--- src/rtl/uart_recv.sv ---
`timescale 1ns/1ps
`default_nettype none
// ============================================================================
// Module   : uart_recv
// Purpose  : 8N1 serial receiver with single mid-bit sampling, framing-error
//            pulse and a break state that waits for the line to go idle.
// Revision : 1.0 - initial release
// ============================================================================
module uart_recv #(
    parameter int CLKS_PER_BIT = 26,
    parameter int CNT_W        = 8
) (
    input  logic       CLK,
    input  logic       RST,
    input  logic       RXD,
    output logic [7:0] DATA,
    output logic       DATA_READY,
    output logic       FRAME_ERR,
    output logic       IDLE
);

    typedef enum logic [2:0] {
        ST_IDLE  = 3'd0,
        ST_START = 3'd1,
        ST_DATA  = 3'd2,
        ST_STOP  = 3'd3,
        ST_BREAK = 3'd4
    } state_t;

    localparam logic [CNT_W-1:0] c_HALF_BIT   = CNT_W'(CLKS_PER_BIT / 2);
    localparam logic [CNT_W-1:0] c_BIT_RELOAD = CNT_W'(CLKS_PER_BIT - 1);
    localparam logic [CNT_W-1:0] c_CNT_ONE    = CNT_W'(1);

    state_t           state_q, state_d;
    logic [CNT_W-1:0] cnt_q, cnt_d;
    logic [2:0]       bit_q, bit_d;
    logic [7:0]       shift_q, shift_d;
    logic [7:0]       data_q, data_d;
    logic             ready_q, ready_d;
    logic             ferr_q, ferr_d;
    logic             sync1_q, sync1_d;
    logic             rx_s_q, rx_s_d;
    logic             rx_prev_q, rx_prev_d;

    always_ff @(posedge CLK) begin
        if (!RST) begin
            state_q   <= ST_IDLE;
            cnt_q     <= '0;
            bit_q     <= '0;
            shift_q   <= '0;
            data_q    <= '0;
            ready_q   <= 1'b0;
            ferr_q    <= 1'b0;
            sync1_q   <= 1'b1;
            rx_s_q    <= 1'b1;
            rx_prev_q <= 1'b1;
        end else begin
            state_q   <= state_d;
            cnt_q     <= cnt_d;
            bit_q     <= bit_d;
            shift_q   <= shift_d;
            data_q    <= data_d;
            ready_q   <= ready_d;
            ferr_q    <= ferr_d;
            sync1_q   <= sync1_d;
            rx_s_q    <= rx_s_d;
            rx_prev_q <= rx_prev_d;
        end
    end

    always_comb begin
        state_d   = state_q;
        cnt_d     = cnt_q;
        bit_d     = bit_q;
        shift_d   = shift_q;
        data_d    = data_q;
        ready_d   = 1'b0;
        ferr_d    = 1'b0;
        sync1_d   = RXD;
        rx_s_d    = sync1_q;
        rx_prev_d = rx_s_q;

        case (state_q)
            ST_IDLE: begin
                if (!rx_s_q && rx_prev_q) begin
                    state_d = ST_START;
                    cnt_d   = c_HALF_BIT;
                end
            end
            // The half-bit load happens on the entry edge itself, so the start
            // sample fires one count earlier than the full-bit samples.
            ST_START: begin
                if (cnt_q == c_CNT_ONE) begin
                    if (rx_s_q) begin
                        state_d = ST_IDLE;
                        cnt_d   = '0;
                    end else begin
                        state_d = ST_DATA;
                        cnt_d   = c_BIT_RELOAD;
                        bit_d   = 3'd0;
                    end
                end else begin
                    cnt_d = cnt_q - c_CNT_ONE;
                end
            end
            ST_DATA: begin
                if (cnt_q == '0) begin
                    shift_d = {rx_s_q, shift_q[7:1]};
                    cnt_d   = c_BIT_RELOAD;
                    bit_d   = bit_q + 3'd1;
                    if (bit_q == 3'd7) begin
                        state_d = ST_STOP;
                    end
                end else begin
                    cnt_d = cnt_q - c_CNT_ONE;
                end
            end
            ST_STOP: begin
                if (cnt_q == '0) begin
                    if (rx_s_q) begin
                        data_d  = shift_q;
                        ready_d = 1'b1;
                        state_d = ST_IDLE;
                    end else begin
                        ferr_d  = 1'b1;
                        state_d = ST_BREAK;
                    end
                end else begin
                    cnt_d = cnt_q - c_CNT_ONE;
                end
            end
            ST_BREAK: begin
                if (rx_s_q) begin
                    state_d = ST_IDLE;
                end
            end
            default: begin
                state_d = ST_IDLE;
                cnt_d   = '0;
            end
        endcase
    end

    assign DATA       = data_q;
    assign DATA_READY = ready_q;
    assign FRAME_ERR  = ferr_q;
    assign IDLE       = (state_q == ST_IDLE);

endmodule
`default_nettype wire

--- config.mk ---
export PLATFORM = sky130hd
export DESIGN_NAME = uart_recv
export DESIGN_NICKNAME = d
export VERILOG_FILES = /design/src/rtl/uart_recv.sv
export SDC_FILE = /design/constraint.sdc
export NUM_CORES = 1
export LEC_CHECK = 0
export CORE_MARGIN = 2
export CORE_UTILIZATION = 57
export DETAILED_ROUTE_END_ITERATION = 12
export HOLD_SLACK_MARGIN = 0.02
export PLACE_DENSITY = 0.78
export SLEW_MARGIN = 10
export SYNTH_ARGS = -nofsm -noshare
export SYNTH_HDL_FRONTEND = slang
export SYNTH_SLANG_ARGS = --single-unit
export TNS_END_PERCENT = 20
--- constraint.sdc ---
create_clock -name CLK -period 2.9 [get_ports CLK]
set_clock_uncertainty 0.15 [all_clocks]
set_input_delay 0.58 -clock CLK [delete_from_list [all_inputs] [get_ports CLK]]
set_output_delay 0.58 -clock CLK [all_outputs]
set_load 0.02 [all_outputs]
==> flow_metrics.tcl <==
set metrics [dict create \
    timing.fmax_mhz 390.8 \
    setup_viol 0 \
    via_count 1443 \
    ys_warn_count 0 \
    status "finished clean" \
    cts_buffers 5 \
    max_stage_delay_ns 0.66 \
    critical_path_depth 2 \
    root_buffer "clkbuf_4" \
    drc 0 \
    syn_avg_cell_area_um2 9.024 \
    htree_levels 2 \
    routed_wirelength_um 3736 \
    n_antenna_cell 0 \
    cp_num_buf_inv 1 \
    firstDrtPassIters 4 \
    fin_tns_setup_ns 0 \
    cts_buffer_depth 2 \
    worst_slack_ns 0.3412 \
    wire_per_inst_um 15.44 \
    mappedNetlistNets 201 \
    worstHoldPathCells 1 \
    die-area_um2 3514 \
    reg2regPathDepth 7 \
    start_util_pct 58.49 \
    syn_area_um2 1742 \
    std_cell_rows 20 \
    yosysMostFrequentCell "dfxtp_1" \
    clk_pin_slew_ns 0.11 \
    grt_pass1_wl_um 6306 \
    first_global_vias 1329 \
    synth.area.top_cells "dfxtp_1 (40%), nand3_1 (4.9%), mux2i_1 (4.6%)" \
    grt_max_degree 23 \
    cts_resized 0 \
    clock-sinks 35 \
    fin_crit_ns 2.559 \
    rsz0062_at_grt "false" \
    dp_worst_setup_slack_ns 0.6129 \
    leakage_nw 0.6521 \
    gp_congestion 0.8778 \
    cts.hold.buffers_added 0 \
    ios 14 \
    critPathLaunchType "flip-flop" \
    path_cells "nor3_1 > clkdlybuf4s50_1" \
    synth_ff_type "dfxtp_1" \
    post_cts_buffers 0 \
    synth_cells 193 \
    yosys.area.top_type_share_pct 40.23 \
    hold_viol 0 \
    core_area_um2 2978 \
    endpoint_kind "output pin" \
    powerDensity_nw_per_um2 570.3 \
    crit_fanout 14 \
    post-route-period-util_pct 88.24 \
    ys_seq_elements 35 \
    cap_violations 0 \
    fin_nets 216 \
    irDropWorstVdd_uv 432.5 \
    relSlewSlack_pct 60.83 \
    die_h_um 59.28 \
    cp_slowest_cell "clkdlybuf4s50_1" \
    hold_path.class "reg2reg" \
    synth_common_cells "dfxtp_1 (35), nand3_1 (17), nand2_1 (16)" \
    tightest_slew_ns 0.5827 \
    crit_type "reg2out" \
    cts_tree "built" \
    required_ns 2.17 \
    area_growth_syn_to_layout_pct 13.07 \
    numPortBuffers 13 \
    ys_seq_area_share_pct 40.23 \
    crit_family "buffers and inverters" \
    ant_nets 0 \
    grt.total_usage_pct 24.21 \
    ys_types 41 \
    clk-insertion-delay-late_ns 0.35 \
    layout-drive-gt1-share_pct 11.96 \
    via_per_inst 5.963 \
    synth_edf_count 0 \
    drtIter0Drc 106 \
    dpl.hpwl_um 2626 \
    drv_slew 0 \
    die_x_um 59.28 \
    grt-ovfl-total 0 \
    synth.largest_area_cell "dfxtp_1" \
    antenna_found_initial 0 \
    synthArstFlopShare_pct 0 \
    worst_ep_arrival_time_ns 1.83 \
]
[registers in the layout, summed over array words and instances, names as in the netlist]
register	flops
rx_prev_q	1
rx_s_d	1
FRAME_ERR	1
shift_q	8
bit_q	3
DATA_READY	1
DATA	8
state_q	3
rx_prev_d	1
cnt_q	8
[cell families after synthesis]
group / synth area share [%]
XOR/XNOR: 1.006
flip-flops: 40.23
AO/OA/AOI/OAI: 17.24
AND/OR/NAND/NOR: 30.10
buffers and inverters: 3.233
adder cells (fa/ha/maj): 3.592
multiplexers: 4.598
[power by group]
| part | leakage (nW) | total (mW) | switching [mW] | internal (mW) |
|---|---|---|---|---|
| clock network | 0.0345 | 0.295 | 0.176 | 0.119 |
| registers | 0.284 | 0.536 | 0.0343 | 0.502 |
| logic | 0.334 | 0.292 | 0.171 | 0.120 |
| total | 0.652 | 1.12 | 0.382 | 0.741 |
[worst register-to-register path, delay by kind of cell, from the launching register on]
family,cells,cell delay (ns)
AO/OA/AOI/OAI,1,0.21
buffers and inverters,1,0.11
adder cells (fa/ha/maj),1,0.25
flip-flops,1,0.43
AND/OR/NAND/NOR,4,1.08
[cell type report]
type                       count  area (um2)
clock buffer                   6       51.30
clock inverter                 2       16.27
fill                         253        1008
inverter                       4       15.01
multi-input combinational    145       984.7
sequential                    35       700.7
tap                           33       41.29
timing repair buffer          17       160.2
[through the flow]
stage / utilization [%] / instances / cell area, um2 / power, mW / hold WS (ns)
floorplan: - / 193 / 1742 / 0.7615 / 0.2363
global placement: 63.87 / 234 / 1902 / 0.8259 / 0.2420
detailed placement: 63.87 / 234 / 1902 / 0.8349 / 0.2449
CTS: 66.13 / 242 / 1969 / 1.128 / 0.2842
global route: 66.13 / 242 / 1969 / 1.184 / 0.3088
finish: 66.13 / 242 / 1969 / 1.123 / 0.2786
[cells in the final DEF (no fill, tap or decap), types with 2 or more instances in the layout]
cell / count
dfxtp_1: 35
nand3_1: 17
nand2_1: 16
clkdlybuf4s50_1: 13
nand2b_1: 10
nor2b_1: 10
o21ai_0: 9
mux2i_1: 8
a21boi_0: 8
nor3_1: 7
nor2_1: 7
a21oi_1: 6
ha_1: 5
clkbuf_4: 5
inv_1: 4
a32o_1: 4
buf_4: 4
a31oi_1: 3
a21boi_1: 3
nor4_2: 2
nor4_4: 2
or4_4: 2
or2_2: 2
nor3b_1: 2
xnor2_1: 2
a211oi_1: 2
and3_1: 2
nand4_1: 2
[path summary, 6_finish.rpt]
kind | start | endpoint | slack, ns
max reg2reg | cnt_q[0] | cnt_q[7] | 0.59
max | state_q[0] | IDLE | 0.34
min | rx_s_d | rx_prev_d | 0.28
min reg2reg | rx_s_d | rx_prev_d | 0.28
[layer usage]
layer / wire [um] / up-vias / track usage [%] / part of all wire, %
met5: 0 / - / 0 / 0
met4: 51 / 0 / 8.117 / 1.4
met3: 209 / 6 / 5.895 / 5.6
met2: 1702 / 40 / 35.79 / 46
met1: 1772 / 668 / 34.47 / 47
li1: - / 729 / - / -
Power figures use the tool's default switching activity.
